## src/rtl/sha256_pkg.sv

```systemverilog
// ---------------------------------------------------------------------------
// sha256_pkg
// Shared types and constants for the SHA-256 padding front-end and the
// compression core it feeds.
//   state_e    : sequencer states of sha256_pad_ctrl
//   word_t     : 32-bit message word handed to the core
//   byte_t     : message / padding byte
//   bitlen_t   : 64-bit message length field (in bits)
//   len_byte() : selects byte idx (0 = most significant) of the length field
// ---------------------------------------------------------------------------
package sha256_pkg;

    typedef enum logic [2:0] {
        ST_IDLE,
        ST_MSG,
        ST_PAD80,
        ST_ZERO,
        ST_LEN,
        ST_WAITW,
        ST_WAITC,
        ST_DONE
    } state_e;

    typedef logic [31:0] word_t;
    typedef logic [7:0]  byte_t;
    typedef logic [63:0] bitlen_t;

    localparam byte_t      PAD_BYTE      = 8'h80;
    localparam logic [5:0] LEN_POS       = 6'd56;
    localparam int         WORDS_PER_BLK = 16;

    // Length bytes go out most significant first: idx 0 is bits [63:56].
    function automatic byte_t len_byte(input bitlen_t bitlen, input logic [2:0] idx);
        return byte_t'(bitlen >> {~idx, 3'b000});
    endfunction

endpackage

```

## src/rtl/sha256_pad_ctrl_if.sv

```systemverilog
// ---------------------------------------------------------------------------
// sha256_pad_ctrl_if
// Bundles the byte-stream input, the word output towards the core and the
// status flags of sha256_pad_ctrl.
//   master : message source + compression core side (drives bytes, w_ready,
//            core_done; observes everything else)
//   slave  : the padding sequencer itself
// ---------------------------------------------------------------------------
interface sha256_pad_ctrl_if;
    import sha256_pkg::*;

    byte_t in_data;
    logic  in_valid;
    logic  in_last;
    logic  in_nobyte;
    logic  in_ready;

    word_t w_data;
    logic  w_valid;
    logic  w_ready;
    logic  blk_first;
    logic  blk_last;
    logic  core_done;

    logic  busy;
    logic  done;
    logic  len_err;

    modport master (
        output in_data, in_valid, in_last, in_nobyte, w_ready, core_done,
        input  in_ready, w_data, w_valid, blk_first, blk_last, busy, done, len_err
    );

    modport slave (
        input  in_data, in_valid, in_last, in_nobyte, w_ready, core_done,
        output in_ready, w_data, w_valid, blk_first, blk_last, busy, done, len_err
    );

endinterface

```

## src/rtl/sha256_word_packer.sv

```systemverilog
// ---------------------------------------------------------------------------
// sha256_word_packer
// Shifts bytes in big-endian order (first byte ends up in [31:24]) and,
// once four bytes are collected, presents the word with valid/ready.
// While a word is pending further pushes are ignored; the caller is expected
// to stall on w_valid.
//   clk, reset : clock, synchronous active-high reset
//   push       : push_byte is taken this cycle
//   push_byte  : byte to pack
//   w_data     : packed word (stable while w_valid)
//   w_valid    : word pending
//   w_ready    : consumer accepts the pending word
//   xfer       : w_valid & w_ready, word leaves this cycle
// ---------------------------------------------------------------------------
module sha256_word_packer
    import sha256_pkg::*;
(
    input  logic  clk,
    input  logic  reset,
    input  logic  push,
    input  byte_t push_byte,
    input  logic  w_ready,
    output word_t w_data,
    output logic  w_valid,
    output logic  xfer
);

    word_t      sr_q, sr_d;
    logic [1:0] cnt_q, cnt_d;
    logic       full_q, full_d;

    always_comb begin
        sr_d   = sr_q;
        cnt_d  = cnt_q;
        full_d = full_q;
        if (full_q) begin
            if (w_ready) begin
                full_d = 1'b0;
            end
        end else if (push) begin
            sr_d  = {sr_q[23:0], push_byte};
            cnt_d = cnt_q + 2'd1;
            if (cnt_q == 2'd3) begin
                full_d = 1'b1;
            end
        end
    end

    always_ff @(posedge clk) begin
        if (reset) begin
            sr_q   <= '0;
            cnt_q  <= '0;
            full_q <= 1'b0;
        end else begin
            sr_q   <= sr_d;
            cnt_q  <= cnt_d;
            full_q <= full_d;
        end
    end

    assign w_data  = sr_q;
    assign w_valid = full_q;
    assign xfer    = full_q & w_ready;

endmodule

```

## src/rtl/sha256_pad_ctrl.sv

```systemverilog
// ---------------------------------------------------------------------------
// sha256_pad_ctrl
// Byte-stream front-end for the SHA-256 compression core. Applies standard
// padding (0x80, zero fill, 64-bit big-endian bit length), packs bytes into
// 32-bit words, sends 16 words per block and waits for the core's per-block
// completion before continuing.
//   clk, reset : clock, synchronous active-high reset
//   bus        : slave side of sha256_pad_ctrl_if
//                in_*          byte stream (in_nobyte marks an empty message)
//                w_*           word stream to the core, blk_first/blk_last
//                core_done     core finished the current block
//                busy/done     message in progress / final block compressed
//                len_err       sticky byte-counter overflow
// Parameter LEN_W: width of the message byte counter.
// ---------------------------------------------------------------------------
module sha256_pad_ctrl
    import sha256_pkg::*;
#(
    parameter int LEN_W = 16
) (
    input  logic             clk,
    input  logic             reset,
    sha256_pad_ctrl_if.slave bus
);

    state_e             state_q, state_d;
    state_e             ret_q, ret_d;       // state to resume after a word/block wait
    logic [5:0]         byte_pos_q, byte_pos_d;
    logic [3:0]         word_idx_q, word_idx_d;
    logic [LEN_W-1:0]   msg_len_q, msg_len_d;
    logic               first_q, first_d;
    logic               last_q, last_d;
    logic               len_err_q, len_err_d;

    state_e  nxt;
    logic    push;
    byte_t   push_byte;
    logic    in_rdy;
    word_t   w_data;
    logic    w_valid;
    logic    xfer;
    bitlen_t bitlen;

    assign bitlen = {{(61-LEN_W){1'b0}}, msg_len_q, 3'b000};

    sha256_word_packer u_packer (
        .clk       (clk),
        .reset     (reset),
        .push      (push),
        .push_byte (push_byte),
        .w_ready   (bus.w_ready),
        .w_data    (w_data),
        .w_valid   (w_valid),
        .xfer      (xfer)
    );

    always_comb begin
        state_d    = state_q;
        ret_d      = ret_q;
        byte_pos_d = byte_pos_q;
        word_idx_d = word_idx_q;
        msg_len_d  = msg_len_q;
        first_d    = first_q;
        last_d     = last_q;
        len_err_d  = len_err_q;
        nxt        = state_q;
        push       = 1'b0;
        push_byte  = '0;
        in_rdy     = 1'b0;

        case (state_q)
            ST_IDLE, ST_MSG: begin
                in_rdy = !w_valid;
                if (bus.in_valid && in_rdy) begin
                    if (state_q == ST_IDLE) begin
                        first_d   = 1'b1;
                        len_err_d = 1'b0;
                    end
                    nxt = bus.in_last ? ST_PAD80 : ST_MSG;
                    if (bus.in_last && bus.in_nobyte) begin
                        // Empty-message marker: nothing stored or counted.
                        state_d = nxt;
                    end else begin
                        push      = 1'b1;
                        push_byte = bus.in_data;
                        msg_len_d = msg_len_q + LEN_W'(1);
                        if (&msg_len_q) begin
                            len_err_d = 1'b1;
                        end
                    end
                end
            end
            ST_PAD80: begin
                push      = 1'b1;
                push_byte = PAD_BYTE;
                // Length fits behind 0x80 in this block only if 0x80 lands before 56.
                if (byte_pos_q < LEN_POS) begin
                    last_d = 1'b1;
                end
                nxt = (byte_pos_q == LEN_POS - 6'd1) ? ST_LEN : ST_ZERO;
            end
            ST_ZERO: begin
                push      = 1'b1;
                push_byte = 8'h00;
                nxt       = (byte_pos_q == LEN_POS - 6'd1) ? ST_LEN : ST_ZERO;
            end
            ST_LEN: begin
                push      = 1'b1;
                push_byte = len_byte(bitlen, byte_pos_q[2:0]);
                nxt       = ST_LEN;
            end
            ST_WAITW: begin
                if (xfer) begin
                    word_idx_d = word_idx_q + 4'd1;
                    state_d    = (word_idx_q == 4'(WORDS_PER_BLK - 1)) ? ST_WAITC : ret_q;
                end
            end
            ST_WAITC: begin
                if (bus.core_done) begin
                    if (last_q) begin
                        state_d = ST_DONE;
                    end else begin
                        state_d = ret_q;
                        first_d = 1'b0;
                        // Resuming inside zero fill means 0x80 overflowed the
                        // previous block, so the length lands in this one.
                        if (ret_q == ST_ZERO) begin
                            last_d = 1'b1;
                        end
                    end
                end
            end
            ST_DONE: begin
                state_d    = ST_IDLE;
                first_d    = 1'b0;
                last_d     = 1'b0;
                msg_len_d  = '0;
                byte_pos_d = '0;
                word_idx_d = '0;
            end
            default: begin
                state_d = ST_IDLE;
            end
        endcase

        // Every byte goes through the packer; the fourth byte of a word
        // parks the sequencer until the word has been taken.
        if (push) begin
            byte_pos_d = byte_pos_q + 6'd1;
            if (&byte_pos_q[1:0]) begin
                state_d = ST_WAITW;
                ret_d   = nxt;
            end else begin
                state_d = nxt;
            end
        end
    end

    always_ff @(posedge clk) begin
        if (reset) begin
            state_q    <= ST_IDLE;
            ret_q      <= ST_IDLE;
            byte_pos_q <= '0;
            word_idx_q <= '0;
            msg_len_q  <= '0;
            first_q    <= 1'b0;
            last_q     <= 1'b0;
            len_err_q  <= 1'b0;
        end else begin
            state_q    <= state_d;
            ret_q      <= ret_d;
            byte_pos_q <= byte_pos_d;
            word_idx_q <= word_idx_d;
            msg_len_q  <= msg_len_d;
            first_q    <= first_d;
            last_q     <= last_d;
            len_err_q  <= len_err_d;
        end
    end

    // in_ready is held low while reset is applied, even though IDLE accepts.
    assign bus.in_ready  = in_rdy & ~reset;
    assign bus.w_data    = w_data;
    assign bus.w_valid   = w_valid;
    assign bus.blk_first = first_q;
    assign bus.blk_last  = last_q;
    assign bus.busy      = (state_q != ST_IDLE);
    assign bus.done      = (state_q == ST_DONE);
    assign bus.len_err   = len_err_q;

endmodule
```

## src/flat_wrapper.sv

```systemverilog
// flat-port wrapper written by rule: the top's interface ports become plain ports
module sha256_pad_ctrl_flat import sha256_pkg::*;
#(
    parameter int LEN_W = 16
)
  (clk, reset, bus_in_data, bus_in_valid, bus_in_last, bus_in_nobyte, bus_w_ready, bus_core_done, bus_in_ready, bus_w_data, bus_w_valid, bus_blk_first, bus_blk_last, bus_busy, bus_done, bus_len_err);
  sha256_pad_ctrl_if bus_i ();
  input  logic clk;
  input  logic reset;
  input wire logic [$bits(bus_i.in_data)-1:0] bus_in_data;
  input wire logic [$bits(bus_i.in_valid)-1:0] bus_in_valid;
  input wire logic [$bits(bus_i.in_last)-1:0] bus_in_last;
  input wire logic [$bits(bus_i.in_nobyte)-1:0] bus_in_nobyte;
  input wire logic [$bits(bus_i.w_ready)-1:0] bus_w_ready;
  input wire logic [$bits(bus_i.core_done)-1:0] bus_core_done;
  output wire logic [$bits(bus_i.in_ready)-1:0] bus_in_ready;
  output wire logic [$bits(bus_i.w_data)-1:0] bus_w_data;
  output wire logic [$bits(bus_i.w_valid)-1:0] bus_w_valid;
  output wire logic [$bits(bus_i.blk_first)-1:0] bus_blk_first;
  output wire logic [$bits(bus_i.blk_last)-1:0] bus_blk_last;
  output wire logic [$bits(bus_i.busy)-1:0] bus_busy;
  output wire logic [$bits(bus_i.done)-1:0] bus_done;
  output wire logic [$bits(bus_i.len_err)-1:0] bus_len_err;
  assign bus_i.in_data = bus_in_data;
  assign bus_i.in_valid = bus_in_valid;
  assign bus_i.in_last = bus_in_last;
  assign bus_i.in_nobyte = bus_in_nobyte;
  assign bus_i.w_ready = bus_w_ready;
  assign bus_i.core_done = bus_core_done;
  assign bus_in_ready = bus_i.in_ready;
  assign bus_w_data = bus_i.w_data;
  assign bus_w_valid = bus_i.w_valid;
  assign bus_blk_first = bus_i.blk_first;
  assign bus_blk_last = bus_i.blk_last;
  assign bus_busy = bus_i.busy;
  assign bus_done = bus_i.done;
  assign bus_len_err = bus_i.len_err;
  sha256_pad_ctrl #(.LEN_W(LEN_W)) u_core (.clk(clk), .reset(reset), .bus(bus_i));
endmodule
```

## config.mk

```make
export PLATFORM = sky130hd
export DESIGN_NAME = sha256_pad_ctrl_flat
export DESIGN_NICKNAME = d
export VERILOG_FILES = /design/src/rtl/sha256_pkg.sv /design/src/rtl/sha256_pad_ctrl_if.sv /design/src/rtl/sha256_word_packer.sv /design/src/rtl/sha256_pad_ctrl.sv /design/src/flat_wrapper.sv
export SDC_FILE = /design/constraint.sdc
export NUM_CORES = 1
export LEC_CHECK = 0
export CAP_MARGIN = 20
export CORE_MARGIN = 2
export CORE_UTILIZATION = 35
export CTS_BUF_LIST = sky130_fd_sc_hd__clkbuf_4 sky130_fd_sc_hd__clkbuf_8
export DETAILED_ROUTE_END_ITERATION = 6
export RECOVER_POWER = 25
export SLEW_MARGIN = 10
export SYNTH_ARGS = -nofsm -noshare
export SYNTH_HDL_FRONTEND = slang
export SYNTH_HIERARCHICAL = 1
export SYNTH_SLANG_ARGS = --single-unit
export TNS_END_PERCENT = 50
```

## constraint.sdc

```tcl
create_clock -name clk -period 1.7 [get_ports clk]
set_input_delay 0.255 -clock clk [delete_from_list [all_inputs] [get_ports clk]]
set_output_delay 0.255 -clock clk [all_outputs]
set_load 0.1 [all_outputs]
```

Word-level counts from Yosys, hierarchy flattened

Cells that the tools add are included.
W data, S select, Z words.

Shift operators: 1
Reductions and logical operators: 24
Bitwise operators: 5
Add/sub/neg operators: 4
Equality and inequality tests: 22
Magnitude comparators: 1
Mux-type cells: 44

Operator list:

| cell                    | count |
|---|---|
| $mux W16                | 2 |
| $pmux W16 S2            | 1 |
| $mux W3                 | 10 |
| $pmux W8 S3             | 1 |
| $shr A19 B6 Y8          | 1 |
| $mux W1                 | 18 |
| $add A16 B1 Y16 const B | 1 |
| $mux W8                 | 2 |
| $reduce_and A16 Y1      | 1 |
| $eq A3 B3 Y1 const B    | 4 |
| $mux W6                 | 2 |
| $pmux W3 S4             | 1 |
| $reduce_and A5 Y1       | 2 |
| $eq A3 B2 Y1 const B    | 3 |
| $pmux W3 S3             | 1 |
| $reduce_and A3 Y1       | 3 |
| $reduce_bool A3 Y1      | 3 |
| $ne A2 B2 Y1 const B    | 4 |
| $pmux W4 S2             | 1 |
| $reduce_and A2 Y1       | 4 |
| $add A6 B1 Y6 const B   | 1 |
| $eq A6 B6 Y1 const B    | 1 |
| $lt A6 B6 Y1 const B    | 1 |
| $ne A2 B1 Y1 const B    | 3 |
| 21 further kinds        | 30 |

Input port bits: 15
Output and inout bits: 39
Bits in registers: 70
Logic and storage cells: 112

Depth between registers and ports, before layout

Depth in word-level cells: 6
Gate-level depth with buffers: 9
Gate-level depth less buffers: 6

By module

Netlist, hierarchy kept.

By module, submodules not included:

| module             | cells each | sequential area each (sq um) | times used | area each (sq um) |
|---|---|---|---|---|
| sha256_pad_ctrl    | 273        | 700.7                        | 1          | 2165.8 |
| sha256_word_packer | 130        | 700.7                        | 1          | 1435.1 |

Worst setup path after synthesis

OpenSTA, ideal clock, no wires.

Path kind: reg2out
Start point: register u_core.u_packer.full_q, in the netlist u_core/u_packer/w_valid
End point: output bus_in_ready
Cell stages (with the launch flop): 2
Path slack: -1468 ps
Data required time: 1445 ps
Buffers on the path: 0
Arrival: 2913 ps
Path through: dfxtp_1 nor3_1

Cells in the longest elaborated chain, start to end: 3

Ends and longest elaborated chain:

| item                     | RTL line                 | source |
|---|---|---|
| start: declaration       | sha256_word_packer.sv:30 | `logic full_q, full_d;` |
| start signal: assignment | sha256_word_packer.sv:57 | `full_q <= full_d;` |
| $logic_not A1 Y1         | sha256_pad_ctrl.sv:73    | `in_rdy = !w_valid;` |
| $mux W1                  | sha256_pad_ctrl.sv:71    | `case (state_q)` |
| $and A1 B1 Y1            | sha256_pad_ctrl.sv:182   | `assign bus.in_ready = in_rdy & ~reset;` |
| end: declaration         | flat_wrapper.sv:16       | `output wire logic [$bits(bus_i.in_ready)-1:0] bus_in_ready;` |

No other way between the ends.

Worst setup path in the final report

Start point: register u_core.state_q[1]
End point: register u_core.byte_pos_q[2]

Cells in the longest elaborated chain, start to end: 4
Elaborated cells on any way between the ends: 11
Classes of those cells: eq/ne (5); mux (2); reduce/logical (4)

Ends and longest elaborated chain:

| item                                                                  | RTL line               | source |
|---|---|---|
| start: declaration                                                    | sha256_pad_ctrl.sv:26  | `state_e state_q, state_d;` |
| start signal: assignment                                              | sha256_pad_ctrl.sv:170 | `state_q <= state_d;` |
| $eq A3 B2 Y1, or another cell as far along                            | sha256_pad_ctrl.sv:71  |  |
| $reduce_or A3 Y1 (no line) / $reduce_or A2 Y1 (equally long branches) | --                     |  |
| $pmux W1 S2                                                           | sha256_pad_ctrl.sv:71  |  |
| $mux W6 / $reduce_bool A2 Y1 (equally long branches)                  | --                     |  |
| end signal: assignment                                                | sha256_pad_ctrl.sv:172 | `byte_pos_q <= byte_pos_d;` |
| end: declaration                                                      | sha256_pad_ctrl.sv:28  | `logic [5:0] byte_pos_q, byte_pos_d;` |

Several ways; a longest one is shown, not always the timed one.
A chain may end at the register's enable or synchronous reset.

==> impl_metrics.yaml <==
status:
  status: "complete, no violations"
critical_path:
  critPathKind: "reg -> reg"
  crit_path_start_kind: "flop"
  arrival_ns: 1.93
  crit_required_ns: 1.97
  crit_family: "compound AO/OA/AOI/OAI gates"
  cpMaxStageDelayCell: "dfxtp_2"
  crit_chain: "or2_4 -> buf_4 -> a21oi_4 -> buf_4 -> buf_4 -> o211ai_1 -> a21oi_1"
  crit_fanout: 7
  slowest_delay_ns: 0.36
  critical_path_buf_inv_count: 3
  cp-end-kind: "flop"
  crit_path_frequent_cell: "buf_4"
placement:
  place_ws_ns: -0.349
  io_buffers: 53
  place_hpwl_um: 7050
  gp_congestion: 0.869
cts:
  clockRootBuffer: "clkbuf_8"
  hold_buffers: 0
  clock_path_buffers: 2
  clkTransAtPathRegs_ns: 0.08
  cts_sinks: 70
  htree_levels: 3
  clk_latency_ns: 0.36
  tritoncts: "done"
  numCtsBuffers: 9
route:
  viasPerCell: 5.44
  ant_nets: 0
  drt_wl_total_um: 9680
  vias: 3417
  wl_per_cell_um: 15.4
  drc: 0
  firstDrtPassIters: 4
  drtIter0Drc: 230
floorplan:
  dieWidth_um: 105
  die_y_um: 105
  core_um2: 10100
  io_pins: 54
  dieArea_um2: 11100
  rows: 37
  start_util_pct: 35.5
logic_synthesis:
  synth_top_area_share_pct: 38.9
  ys_top_cells_by_area: "dfxtp_1 (39%), mux2i_1 (8.9%), nand2b_1 (7.5%), a21oi_1 (3.1%), nand4bb_1 (2.8%)"
  synth_nets: 422
  ys_ff_latch: 70
  synth_edf_count: 0
  synth_top_area_cell: "dfxtp_1"
  seq_area_frac_synth_pct: 38.9
  synth_warnings: 6
  syn_inst: 403
  synthFlopType: "dfxtp_1"
  avgSynthCellArea_um2: 8.94
  syn-cell-area_um2: 3600
  synth.distinct_cells: 52
  synthArstFlopShare_pct: 0
pwr:
  switchingPower_mw: 1.30
  seqPwrFrac_pct: 44.2
  p_total_mw: 3.91
  power_density_nw_per_um2: 807
  p_leak_nw: 1.82
  intPower_mw: 2.61
  p_comb_share_pct: 23.0
  ir_worst_vdd_mv: 0.417
  clockPowerShare_pct: 32.8
  switching_share_pct: 33.3
global_route:
  busiest_layer: "met2"
  grt_max_degree: 46
  gr-usage-met1_pct: 23.5
  grt_usage_pct: 17.4
  grt_util_met3_pct: 3.34
  use_met2_pct: 27.3
  grt_pass1_wl_um: 15800
  grt_overflow: 0
  antenna_found_initial: 0
  grt_pass1_vias: 3277
job:
  drv_cap: 0
finish:
  drive_gt1_share_pct: 24.8
  area_delta_synth_final_pct: 34.6
  final_common_cell: "dfxtp_1"
  final_nets: 506
  final_util_pct: 47.8
  antenna_cells: 0
  layout_common_cells: "dfxtp_1 (65), nand2b_1 (43), buf_4 (40), mux2i_1 (32), clkbuf_2 (25)"
sta:
  slew_headroom_pct: 62.2
  post-route-period-util_pct: 97.4
  holdWs_ns: 0.325
  fin_skew_ns: 0.0139
  fmax_mhz: 604
  worstMarginPinSlew_ns: 0.570
  final_hold_viol_count: 0
  setup_viol_count_final: 0
  period_needed_ns: 1.66
  rsz0062_at_grt: "yes"
  timing.final.ws_setup_ns: 0.0439
  slew_viol_final: 0
hold_path:
  hp-class: "in -> reg"
[cells by family (layout without fill, tap and decap cells)]
group | count (synthesis) | after routing | share of synthesized area, %
buffers and inverters | 30 | 119 | 4.38
flip-flops | 70 | 70 | 38.9
adder cells (fa/ha/maj) | 4 | 4 | 1.39
AND/OR/NAND/NOR | 166 | 166 | 27.8
multiplexers | 33 | 33 | 9.21
AO/OA/AOI/OAI | 96 | 96 | 17.3
XOR/XNOR | 4 | 4 | 0.973
[repair_timing]
action                                  CTS  global route
setup buffers                             1             0
endpoints found under the setup margin    1            16
gates resized for setup                   2            12
pin swaps                                 2             2
[worst paths after layout]
path	slack (ns)	from	depth (start not counted)	end
max reg2reg	0.04	u_core/state_q[1]	7	u_core/byte_pos_q[2]
max	0.04	u_core/state_q[1]	7	u_core/byte_pos_q[2]
min	0.33	reset	2	u_core/bus.blk_first
min reg2reg	0.48	u_core/u_packer/w_data[29]	2	u_core/u_packer/w_data[29]
[registers in the layout, indices dropped and copies added, names as in the netlist]
register	count
u_core/bus.len_err	1
u_core/u_packer/cnt_q	2
u_core/u_packer/w_valid	1
u_core/state_q	3
u_core/byte_pos_q	6
u_core/bus.blk_last	1
u_core/bus.blk_first	1
u_core/word_idx_q	4
u_core/u_packer/w_data	32
u_core/ret_q	3
u_core/msg_len_q	16
[per-stage QoR]
step	instances	TNS (ns)	instance area, um^2
final	628	0	4850
after global routing	628	-0.0538	4850
after CTS	628	-0.00303	5180
after detailed placement	611	-13.52	4990
after global placement	611	-11.77	4990
after floorplan	403	-2.18	3660
[layout make-up]
cell class / count / area, um^2
fillers: 961 / 5290
multi-input cells: 303 / 2110
flip-flops and latches: 70 / 1410
repair buffers: 99 / 955
well taps: 136 / 170
clock buffers: 9 / 124
clock inverters: 7 / 61.3
inverters: 4 / 17.5
[layer usage]
metal  vias to the layer above  routed length, um
li1                       1668                  -
met5                         -                  0
met2                       100               4270
met3                        19                491
met1                      1630               4730
met4                         0                186
[power by group through the flow]
| stage | logic, mW | registers, mW | clock network (mW) |
|---|---|---|---|
| floorplan | 0.432 | 1.92 | 0 |
| global placement | 0.915 | 1.77 | 0 |
| CTS | 0.927 | 1.74 | 1.31 |
| finish | 0.900 | 1.73 | 1.28 |
| detailed placement | 0.921 | 1.77 | 0 |
| global route | 0.954 | 1.74 | 1.37 |
[synthesized netlist by cell type, drive strengths merged, types with 2 or more instances]
library cell	instances
buf	14
xor2	3
nand3b	2
a2bb2oi	2
a21oi	22
clkbuf	12
or4	12
o21a	4
nor3	9
nand2b	43
nand4bb	9
and4	3
nand2	22
nand4b	3
nand4	5
and3	2
a31oi	3
o31ai	12
dfxtp	70
inv	4
or3	6
o21ai	25
nor2b	9
a22o	6
o22ai	3
nor2	19
and2	3
o211ai	10
mux2i	32
ha	4
nand3	17
o32ai	2
No activity file was read; power rests on OpenSTA's default activity.
